===== src/rtl/nubus_pkg.sv =====
// nubus_pkg: shared constants and helpers for the NuBus slave responder.
// Holds transfer status codes, /TM and /AD mode encodings, FSM state codes
// and the byte-lane helpers used by nubus_lane_decode and nubus_target.
package nubus_pkg;

  // Transfer status returned on TM1,TM0 (active-high view).
  localparam logic [1:0] STATUS_COMPLETE        = 2'b00;
  localparam logic [1:0] STATUS_ERROR           = 2'b01;
  localparam logic [1:0] STATUS_TIMEOUT         = 2'b10;
  localparam logic [1:0] STATUS_TRY_AGAIN_LATER = 2'b11;

  // TM1 selects direction, TM0 selects byte vs. wider transfers.
  localparam logic TM1_READ  = 1'b0;
  localparam logic TM1_WRITE = 1'b1;
  localparam logic TM0_BYTE  = 1'b0;
  localparam logic TM0_WIDE  = 1'b1;

  // A[1:0] meaning when TM0 selects a wide transfer.
  localparam logic [1:0] AD_HALF0 = 2'b00;
  localparam logic [1:0] AD_BLOCK = 2'b01;
  localparam logic [1:0] AD_HALF1 = 2'b10;
  localparam logic [1:0] AD_WORD  = 2'b11;

  // Responder FSM state codes.
  localparam logic [1:0] S_IDLE  = 2'd0;
  localparam logic [1:0] S_WDATA = 2'd1;
  localparam logic [1:0] S_MEM   = 2'd2;
  localparam logic [1:0] S_ACK   = 2'd3;

  // Byte-lane mask for a transfer; block mode yields no lanes.
  function automatic logic [3:0] lane_mask(input logic tm0, input logic [1:0] a);
    logic [3:0] m;
    m = 4'b0000;
    if (tm0 == TM0_BYTE) begin
      m = 4'b0001 << a;
    end else begin
      case (a)
        AD_HALF0: m = 4'b0011;
        AD_HALF1: m = 4'b1100;
        AD_WORD:  m = 4'b1111;
        default:  m = 4'b0000;
      endcase
    end
    return m;
  endfunction

  // Expand a 4-bit lane mask into a 32-bit byte mask.
  function automatic logic [31:0] lane_bits(input logic [3:0] lanes);
    logic [31:0] m;
    m = '0;
    for (int i = 0; i < 4; i++) begin
      m[8*i +: 8] = {8{lanes[i]}};
    end
    return m;
  endfunction

endpackage


===== src/rtl/nubus_lane_decode.sv =====
// nubus_lane_decode: combinational transfer-mode decode.
// Maps {TM0, A1, A0} to the active byte lanes and flags block transfers,
// which this responder refuses.
module nubus_lane_decode
  import nubus_pkg::*;
(
  input  logic       tm0,
  input  logic [1:0] a,
  output logic [3:0] lanes,
  output logic       block
);

  // Lane mask and block detection from the sampled mode bits.
  always_comb begin
    lanes = lane_mask(tm0, a);
    block = (tm0 == TM0_WIDE) && (a == AD_BLOCK);
  end

endmodule


===== src/rtl/nubus_target.sv =====
// nubus_target: NuBus slave responder feeding a simple valid/ready memory port.
// Decodes slot (Fsxxxxxx) and super-slot (sxxxxxxx) hits on /START, runs one
// memory handshake, then returns a single-clock /ACK with status and read data.
// Optional feature macro: NUBUS_TARGET_TIMEOUT_EN adds a mem_ready watchdog
// that ends a stuck access with a timeout status after TIMEOUT_CLOCKS clocks.
module nubus_target
  import nubus_pkg::*;
#(
  parameter int TIMEOUT_CLOCKS = 255
) (
  input  logic        mem_clk,
  input  logic        mem_reset,
  input  logic [3:0]  nub_idn,
  input  logic        nub_startn,
  input  logic [31:0] nub_adn_i,
  input  logic        nub_tm0n_i,
  input  logic        nub_tm1n_i,
  output logic [31:0] nub_adn_o,
  output logic        nub_adn_oe,
  output logic        nub_tm0n_o,
  output logic        nub_tm1n_o,
  output logic        nub_tmn_oe,
  output logic        nub_ackn_o,
  output logic        nub_ackn_oe,
  output logic        mem_valid,
  input  logic        mem_ready,
  output logic [3:0]  mem_write,
  output logic [31:0] mem_addr,
  output logic [31:0] mem_wdata,
  input  logic [31:0] mem_rdata,
  output logic        mem_myslot,
  output logic        mem_myexp
);

  logic [3:0]  slot;
  logic [31:0] a;
  logic        tm1;
  logic        tm0;
  logic        hit_slot;
  logic        hit_exp;
  logic        hit;
  logic [3:0]  dec_lanes;
  logic        dec_block;
  logic        timeout_hit;

  logic [1:0]  state;
  logic [29:0] addr_q;
  logic [3:0]  lanes_q;
  logic        write_q;
  logic [1:0]  status_q;
  logic [31:0] wdata_q;
  logic [31:0] rdata_q;
  logic        myslot_q;
  logic        myexp_q;
  logic        ack;

  assign slot     = ~nub_idn;
  assign a        = ~nub_adn_i;
  assign tm1      = ~nub_tm1n_i;
  assign tm0      = ~nub_tm0n_i;
  assign hit_slot = (a[31:24] == {4'hF, slot});
  assign hit_exp  = (a[31:28] == slot) && (slot != 4'h0);
  assign hit      = hit_slot | hit_exp;

  nubus_lane_decode u_lane_decode (
    .tm0   (tm0),
    .a     (a[1:0]),
    .lanes (dec_lanes),
    .block (dec_block)
  );

`ifdef NUBUS_TARGET_TIMEOUT_EN
  localparam int CNT_W = ($clog2(TIMEOUT_CLOCKS + 1) < 8) ? 8 : $clog2(TIMEOUT_CLOCKS + 1);
  logic [CNT_W-1:0] wait_cnt;

  // Count MEM clocks without mem_ready; cleared whenever outside MEM.
  always_ff @(posedge mem_clk or posedge mem_reset) begin
    if (mem_reset) begin
      wait_cnt <= '0;
    end else if (state == S_MEM && !mem_ready) begin
      wait_cnt <= wait_cnt + 1'b1;
    end else begin
      wait_cnt <= '0;
    end
  end

  assign timeout_hit = (wait_cnt == CNT_W'(TIMEOUT_CLOCKS - 1));
`else
  assign timeout_hit = 1'b0;
`endif

  // Responder FSM: accept a hit, gather write data, run the memory access, ACK.
  always_ff @(posedge mem_clk or posedge mem_reset) begin
    if (mem_reset) begin
      state    <= S_IDLE;
      addr_q   <= '0;
      lanes_q  <= '0;
      write_q  <= 1'b0;
      status_q <= STATUS_COMPLETE;
      wdata_q  <= '0;
      rdata_q  <= '0;
      myslot_q <= 1'b0;
      myexp_q  <= 1'b0;
    end else begin
      case (state)
        S_IDLE: begin
          if (!nub_startn && hit) begin
            addr_q   <= a[31:2];
            lanes_q  <= dec_lanes;
            write_q  <= tm1;
            myslot_q <= hit_slot;
            myexp_q  <= hit_exp;
            rdata_q  <= '0;
            if (dec_block) begin
              // Block transfers are refused without touching memory.
              status_q <= STATUS_ERROR;
              state    <= S_ACK;
            end else begin
              status_q <= STATUS_COMPLETE;
              state    <= (tm1 == TM1_WRITE) ? S_WDATA : S_MEM;
            end
          end
        end
        S_WDATA: begin
          wdata_q <= a;
          state   <= S_MEM;
        end
        S_MEM: begin
          if (mem_ready) begin
            rdata_q <= mem_rdata & lane_bits(lanes_q);
            state   <= S_ACK;
          end else if (timeout_hit) begin
            status_q <= STATUS_TIMEOUT;
            rdata_q  <= '0;
            state    <= S_ACK;
          end
        end
        default: begin
          // ACK lasts one clock; slot/expansion hit flags end with the cycle.
          myslot_q <= 1'b0;
          myexp_q  <= 1'b0;
          state    <= S_IDLE;
        end
      endcase
    end
  end

  // Memory port and NuBus return drivers, all decoded from current state.
  always_comb begin
    ack         = (state == S_ACK);
    mem_valid   = (state == S_MEM);
    mem_write   = (state == S_MEM && write_q) ? lanes_q : 4'b0000;
    mem_addr    = {addr_q, 2'b00};
    mem_wdata   = wdata_q;
    mem_myslot  = myslot_q;
    mem_myexp   = myexp_q;
    nub_ackn_oe = ack;
    nub_ackn_o  = ~ack;
    nub_tmn_oe  = ack;
    nub_tm1n_o  = ack ? ~status_q[1] : 1'b1;
    nub_tm0n_o  = ack ? ~status_q[0] : 1'b1;
    nub_adn_oe  = ack && !write_q;
    nub_adn_o   = (ack && !write_q) ? ~rdata_q : 32'hFFFF_FFFF;
  end

endmodule

===== config.mk =====
export PLATFORM = sky130hd
export DESIGN_NAME = nubus_target
export DESIGN_NICKNAME = d
export VERILOG_FILES = /design/src/rtl/nubus_pkg.sv /design/src/rtl/nubus_lane_decode.sv /design/src/rtl/nubus_target.sv
export SDC_FILE = /design/constraint.sdc
export NUM_CORES = 1
export LEC_CHECK = 0
export ABC_AREA = 1
export CORE_ASPECT_RATIO = 1.25
export CORE_UTILIZATION = 35
export CTS_CLUSTER_DIAMETER = 150
export CTS_CLUSTER_SIZE = 16
export DETAILED_ROUTE_END_ITERATION = 10
export HOLD_SLACK_MARGIN = 0.03
export PLACE_DENSITY = 0.66
export SYNTH_ARGS = -nofsm -noshare
export SYNTH_HDL_FRONTEND = slang
export SYNTH_SLANG_ARGS = --single-unit
export TNS_END_PERCENT = 10

===== constraint.sdc =====
create_clock -name mem_clk -period 3.43 [get_ports mem_clk]
set_clock_uncertainty 0.05 [all_clocks]
set_input_delay 0.686 -clock mem_clk [delete_from_list [all_inputs] [get_ports mem_clk]]
set_output_delay 0.686 -clock mem_clk [all_outputs]
set_load 0.01 [all_outputs]

==> Word level (Yosys, flattened, before mapping) <==
Index checks and enable logic that the tools add are counted.
{ "word_totals": {"inputBits": 74, "register_bits": 105, "output_inout_bits": 109, "elab_cells": 66} }
{ "op_classes": {"shifts": 1, "n_mux": 19, "n_reduce_logical": 16, "eq_ne": 10, "bitwise_logic": 11} }
{ "op_table": {"columns": ["operator", "count"], "rows": [
  ["32-bit two-way mux", 3],
  ["32-bit NOT", 2],
  ["32-bit case mux with 2 select lines", 1],
  ["32-bit AND", 1],
  ["4-bit case mux with 3 select lines", 1],
  ["2-bit == test, second input constant", 4],
  ["8-bit == test", 1],
  ["2-bit two-way mux", 4],
  ["4-bit two-way mux", 2],
  ["1-bit NOT", 6],
  ["2-bit case mux with 3 select lines", 1],
  ["2-bit AND reduction", 3],
  ["1-bit logical AND", 5],
  ["1-bit two-way mux", 5],
  ["2-bit by 1-bit == test with 1-bit output, second input constant", 2],
  ["4-bit == test", 1],
  ["2-bit zero test", 2],
  ["4-bit NOT", 1],
  ["1-bit case mux with 2 select lines", 2],
  ["4-bit nonzero test", 1],
  ["1-bit by 2-bit left shift with 4-bit output, first input constant", 1],
  ["3-bit AND reduction", 1],
  ["1-bit zero test", 2],
  ["2-bit by 1-bit != test with 1-bit output, second input constant", 1],
  ["other kinds (4)", 4]
]} }

==> Logic depth before layout (Yosys ltp) <==
Gate-level depths: netlist of run 1.
{ "depth": {"depth_word": 7, "mapped_depth": 12, "depth_no_buf": 11} }

==> Hierarchy <==
From an unflattened synthesis of run 1, not the netlist that was laid out.
{ "hier_totals": {"hier_cells": 589, "hier_area_um2": 4763.3} }
{ "modules_own_cells": {"columns": ["module", "n_inst", "cells_each", "area_per_inst_um2", "seq_area_each_um2"], "rows": [
  ["nubus_target", 1, 568, 4649.5, 2602.5],
  ["nubus_lane_decode", 1, 21, 113.9, 0.0]
]} }

==> Worst setup path before layout of run 1 <==
OpenSTA, ideal clock, no wires.
{ "synth_path": {"path_type": "register -> output", "from": "register state[1]", "to": "output nub_adn_o[22]", "t_arrival_ns": 1.506, "n_path_buf": 1, "slack_ns": 1.188, "required_time_ns": 2.694, "path_stages_with_launch": 6, "cell_sequence": "dfrtp_1 ha_1 inv_1 nor2_1 clkbuf_1 nand2_1"} }
{ "synth_via": {"elab_chain_cells": 3} }
{ "synth_lines": {"columns": ["item", "line", "text"], "rows": [
  ["start: declaration", "nubus_target.sv:46", "logic [1:0] state;"],
  ["start signal: assignment", "nubus_target.sv:120", "state <= (tm1 == TM1_WRITE) ? S_WDATA : S_MEM;"],
  ["2-bit == test", "nubus_target.sv:150", "ack = (state == S_ACK);"],
  ["net nub_ackn_oe", "nubus_target.sv:24", "output logic nub_ackn_oe,"],
  ["1-bit logical AND", null, null],
  ["net nub_adn_oe", "nubus_target.sv:19", "output logic nub_adn_oe,"],
  ["32-bit two-way mux", "nubus_target.sv:163", "nub_adn_o = (ack && !write_q) ? ~rdata_q : 32'hFFFF_FFFF;"],
  ["end: declaration", "nubus_target.sv:18", "output logic [31:0] nub_adn_o,"]
]} }
The timed path passes the listed nets, and every way through them passes these cells.

==> Worst setup path in the final report of run 1 <==
{ "layout_path": {"from": "register state[0]", "to": "output mem_write[0]"} }
{ "layout_via": {"elab_chain_cells": 3} }
{ "layout_lines": {"columns": ["item", "line", "text"], "rows": [
  ["2-bit == test", "nubus_target.sv:152", "mem_write = (state == S_MEM && write_q) ? lanes_q : 4'b0000;"],
  ["1-bit logical AND", "nubus_target.sv:152", null],
  ["4-bit two-way mux", "nubus_target.sv:152", null],
  ["end: declaration", "nubus_target.sv:27", "output logic [3:0] mem_write,"]
]} }
No other way between the ends.

==> flow_summary.json, run 1 <==
{
  "wl_per_cell_um": 13.6,
  "synth.distinct_cells": 24,
  "worstPathRequired_ps": 2690,
  "grt_max_degree": 65,
  "grt_use_total_pct": 18.3,
  "min_period_over_period_pct": 84.4,
  "dieArea_mm2": 0.0141,
  "rsz0062_at_grt": "no",
  "drv_slew": 0,
  "io_pins": 183,
  "cp-end-kind": "output port",
  "cts-root-buf": "clkbuf_16",
  "yosysTopAreaCellShare_pct": 54.6,
  "hold_violations": 0,
  "clk_pin_slew_ps": 60,
  "insertion_delay_ps": 340,
  "grt_pass1_wl_um": 20500,
  "stdcell_count": 923,
  "critPathKind": "reg2out",
  "dpl.hpwl_um": 9040,
  "grt_pass1_vias": 4299,
  "cts_sinks": 104,
  "core-area_mm2": 0.0133,
  "outcome": "finished, final reports clean",
  "synth_area_mm2": 0.00477,
  "synth_edf_count": 0,
  "yosysTopAreaCell": "dfrtp_1",
  "cts_tree": "yes",
  "drv_cap": 0,
  "hold_buffers": 0,
  "vias": 4310,
  "setup_viol": 0,
  "clockBufferDepth": 2,
  "drc_errors": 0,
  "drive_gt1_share_pct": 4.92,
  "cts_buffers": 9,
  "drt-total-wl_um": 12500,
  "synthCells": 584,
  "port-buffer-count": 179,
  "postLayoutCellArea_mm2": 0.00692,
  "worst_slew_pin_slew_ps": 935,
  "max_freq_mhz": 346,
  "vdd_drop_max_uv": 373,
  "finalSetupTns_ps": 0,
  "die_h_um": 132,
  "synthArstFlopShare_pct": 100,
  "ys_seq_area_share_pct": 54.6,
  "hp-class": "reg2reg",
  "synth_seq_cells": 104,
  "synth_warnings": 0,
  "seqCellArea_mm2": 0.00260,
  "detail_route.first_pass.iterations": 4,
  "synthTopCellsByArea": "dfrtp_1 (55%), nand2_1 (17%), o21ai_0 (5.4%)",
  "nNetsFinal": 829,
  "ant_nets": 0,
  "htreeDepth": 3,
  "crit_path_start_kind": "register",
  "postCtsSetupBuffers": 0,
  "power_density_mw_per_mm2": 761,
  "synthFlopType": "dfrtp_1",
  "path_max_fanout": 9,
  "num-fill-cells": 1297,
  "relSlewSlack_pct": 37.6,
  "num_antenna_cells": 0,
  "drt_iter0_markers": 168,
  "gp_congestion": 0.852,
  "arrival_ps": 2160,
  "syn_avg_cell_area_um2": 8.16,
  "viasPerCell": 4.67,
  "numPlacedInstances": 907,
  "p_leak_nw": 3.36,
  "num_rows": 47,
  "cts_repair_resize_count": 0,
  "placed_area_mm2": 0.00665,
  "start_util_pct": 35.9,
  "antenna_found_initial": 0,
  "syn_to_final_growth_pct": 45.3,
  "min_period_ps": 2890,
  "overflow": 0,
  "multiInputGateArea_mm2": 0.00176,
  "die-width_um": 106
}
synthesized netlist by cell type, types with 5 or more instances:
master,count
nand2_1,213
dfrtp_1,104
inv_1,54
o21ai_0,51
nor2_1,48
nand4_1,32
o21ai_1,20
clkbuf_1,14
buf_2,9
ha_1,8
buf_4,7
inv_2,5
state kept, by name (all words and copies together) (netlist names):
register    flops
mem_wdata      32
lanes_q         4
state           2
mem_myslot      1
write_q         1
status_q        1
rdata_q        32
addr_q         30
mem_myexp       1
layout make-up:
class | count | share of cell area [%]
multi-input combinational | 388 | 25.4
sequential | 104 | 37.6
timing repair buffer | 185 | 26.7
inverter | 59 | 3.25
tap | 171 | 3.09
clock inverter | 6 | 0.614
clock buffer | 10 | 3.31
critical path, cell delays in order, from the launching register on:
cell and delay [ps]:
dfrtp_1 430, inv_1 110, ha_1 280, nand2_1 270
nor2_1 180, clkdlybuf4s50_1 550
layout by cell type, fill, tap and decap left out, types with 3 or more instances in the layout:
master	count
o21ai_0	51
clkbuf_16	9
nand2_1	213
dfrtp_1	104
clkdlybuf4s50_1	179
inv_2	5
o21ai_1	20
nor2_1	47
conb_1	3
ha_1	8
nand4_1	32
clkinvlp_4	3
buf_4	5
inv_1	53
cell families after synthesis:
logic type      synth area share [%]
fa+ha+maj                       2.10
buf+inv                         8.58
simple gates                    26.8
xor+xnor                       0.184
compound gates                  7.56
flops                           54.6
other cells                    0.158
final timing paths:
check                                              from  slack, ps  depth (start not counted)                       to
worst min register to register  rdata_q[14]$_DFFE_PP0P_        420                          2  rdata_q[14]$_DFFE_PP0P_
worst min-delay path            rdata_q[14]$_DFFE_PP0P_        420                          2  rdata_q[14]$_DFFE_PP0P_
max in group asynchronous                     mem_reset       1910                          3    addr_q[7]$_DFFE_PP0P_
worst max register to register     state[0]$_DFFE_PP0P_       1090                          7  rdata_q[13]$_DFFE_PP0P_
min in group asynchronous                     mem_reset        720                          2   addr_q[17]$_DFFE_PP0P_
worst max-delay path               state[0]$_DFFE_PP0P_        540                          5             mem_write[0]
per-layer routing:
layer  wire length [um]  GRT usage, %  up-vias
met5                  0             0        -
met3                944          5.52       18
li1                   -             -     2147
met2               6330          31.7      151
met4                204          6.71        0
met1               5070          21.2     1994
metrics by stage:
step	worst slack [ps]	utilization (%)	hold slack [ps]	power, mW
after global routing	356	52.1	444	5.66
after floorplan	1190	-	392	3.21
after global placement	512	50.0	404	4.29
final	536	52.1	419	5.27
after detailed placement	431	50.0	408	4.35
after CTS	525	52.1	425	5.34
where the power goes:
part / internal [mW] / switching [mW]
Clock: 0.495 / 0.453
Combinational: 1.07 / 1.25
Sequential: 1.71 / 0.288
Power figures use the tool's default switching activity.
==> run 2: changes to the inputs <==
Settings changed: PLACE_DENSITY 0.66 to 0.63.
Clock period 3.43 ns to 2.7 ns, I/O delays scaled along.
==> run 2 against run 1 <==
  * Worst setup slack worse by 460 ps
  * Utilization grew 1.2 points
  * Combinational power rose by 31%
  * Cell area is 2.3% higher
  * Register-to-register slack got worse by 690 ps
  * Sequential share of layout area is 0.81 points lower
  * Worst hold slack gained 3.9 ps
  * Critical path depth rose by 1
  * Power rose by 32%
  * Final cell count increased by 0.76%
  * Sequential cell count unchanged
  * Critical path type unchanged
  * Largest cell class unchanged
  * Largest power group unchanged
==> flow_summary.json, run 2 (synthesized netlist as in run 1, its figures left out) <==
{
  "outcome": "finished, final reports clean",
  "seqCellArea_mm2": 0.00261,
  "fin_ws_ps": 80.7,
  "grt_pass1_vias": 4420,
  "final_common_cell": "nand2_1",
  "holdPathEnd": "rdata_q[9]$_DFFE_PP0P_",
  "gp_congestion": 0.837,
  "worstReg2RegStart": "state[0]$_DFFE_PP0P_",
  "clockBufferDepth": 2,
  "min_period_over_period_pct": 97.0,
  "grt_max_degree": 105,
  "vias": 4274,
  "antenna_found_initial": 0,
  "grt_use_total_pct": 18.5,
  "drv_cap": 0,
  "drv_slew": 0,
  "postLayoutCellArea_mm2": 0.00708,
  "core-area_mm2": 0.0133,
  "num-fill-cells": 1289,
  "grt_pass1_wl_um": 21100,
  "io_pins": 183,
  "placed_area_mm2": 0.00673,
  "ant_nets": 0,
  "hp-class": "reg2reg",
  "rr_worst_depth": 7,
  "port-buffer-count": 179,
  "cts_buffers": 9,
  "cts-root-buf": "clkbuf_16",
  "drive_gt1_share_pct": 6.32,
  "crit_path_start_kind": "register",
  "preCtsSetupSlack_ps": 200,
  "start_util_pct": 35.9,
  "num_antenna_cells": 0,
  "mostFrequentLayoutCells": "nand2_1 (213), clkdlybuf4s50_1 (179), dfrtp_1 (102)",
  "worst_slew_pin_slew_ps": 689,
  "min_period_ps": 2620,
  "relSlewSlack_pct": 54.1,
  "die-width_um": 106,
  "whs_path_depth": 2,
  "htreeDepth": 3,
  "dpl.hpwl_um": 8790,
  "finalSetupTns_ps": 0,
  "p_leak_nw": 3.43,
  "syn_to_final_growth_pct": 48.6,
  "vdd_drop_max_uv": 528,
  "setup_viol": 0,
  "multiInputGateArea_mm2": 0.00177,
  "wl_per_cell_um": 13.5,
  "fin_hold_ws_ps": 423,
  "clk_pin_slew_ps": 70,
  "drt-total-wl_um": 12500,
  "insertion_delay_ps": 330,
  "path_max_fanout": 16,
  "dieArea_mm2": 0.0141,
  "nNetsFinal": 836,
  "detail_route.first_pass.iterations": 4,
  "hold_violations": 0,
  "rsz0062_at_grt": "yes",
  "num_rows": 47,
  "arrival_ps": 2030,
  "r2r_slack_ps": 400,
  "cp-end-kind": "output port",
  "cts_tree": "yes",
  "rr_endpoint": "rdata_q[15]$_DFFE_PP0P_",
  "viasPerCell": 4.60,
  "power_density_mw_per_mm2": 978,
  "die_h_um": 132,
  "drc_errors": 0,
  "worstPathRequired_ps": 2110,
  "critPathKind": "reg2out",
  "hold_path.startpoint": "rdata_q[9]$_DFFE_PP0P_",
  "drt_iter0_markers": 173,
  "max_freq_mhz": 382,
  "overflow": 0,
  "cts_sinks": 104
}
[run 2: worst max path at each step]
stage | to | from | cells past startpoint | slack (ps)
3_5_place_dp | rdata_q[15]$_DFFE_PP0P_ | nub_adn_i[30] | 11 | 200
6_report | nub_adn_o[1] | state[0]$_DFFE_PP0P_ | 6 | 80
3_3_place_gp | lanes_q[2]$_DFFE_PP0P_ | nub_idn[1] | 11 | 260
2_1_floorplan | nub_adn_o[22] | state[1]$_DFFE_PP0P_ | 5 | 600
5_1_grt | nub_adn_o[8] | state[0]$_DFFE_PP0P_ | 6 | -10
4_1_cts | nub_adn_o[8] | state[1]$_DFFE_PP0P_ | 6 | 10
[run 2: stage by stage]
step	utilization (%)	std cells	power (mW)
floorplan	-	585	4.08
global placement	50.7	913	5.53
detailed placement	50.7	913	5.60
CTS	53.0	929	6.99
global route	53.3	930	7.45
finish	53.3	930	6.93
[run 2: timing repair]
item,CTS,global route
setup endpoints to repair,0,33
buffers inserted,0,0
hold buffers,0,0
resized for setup,0,4
[run 2: metal layers]
metal  GRT usage, %  vias up  wire length, um
li1               -     2159                -
met1           22.9     1972             5400
met2           31.7      128             6210
met3           4.73       15              750
met4           5.17        0              176
met5              0        -                0
[run 2: area by class of cell]
| cell class | count | area share (%) |
|---|---|---|
| flip-flops and latches | 104 | 36.8 |
| repair buffers | 192 | 27.6 |
| multi-input cells | 388 | 25.0 |
| clock buffers | 10 | 3.37 |
| inverters | 59 | 3.18 |
| well taps | 171 | 3.02 |
| clock inverters | 6 | 1.06 |
[run 2: worst max-delay path: stages, from the launching register on]
cell             delay [ps]
dfrtp_2                 440
ha_2                    230
inv_1                   170
nor2_4                   80
clkbuf_16               180
nand2_1                  70
clkdlybuf4s50_1         530
[run 2: where the power goes]
| group | leakage, nW | switching, mW | internal (mW) |
|---|---|---|---|
| logic | 1.93 | 1.59 | 1.44 |
| clock network | 0.151 | 0.584 | 0.757 |
| registers | 1.35 | 0.369 | 2.18 |
| total | 3.43 | 2.55 | 4.38 |
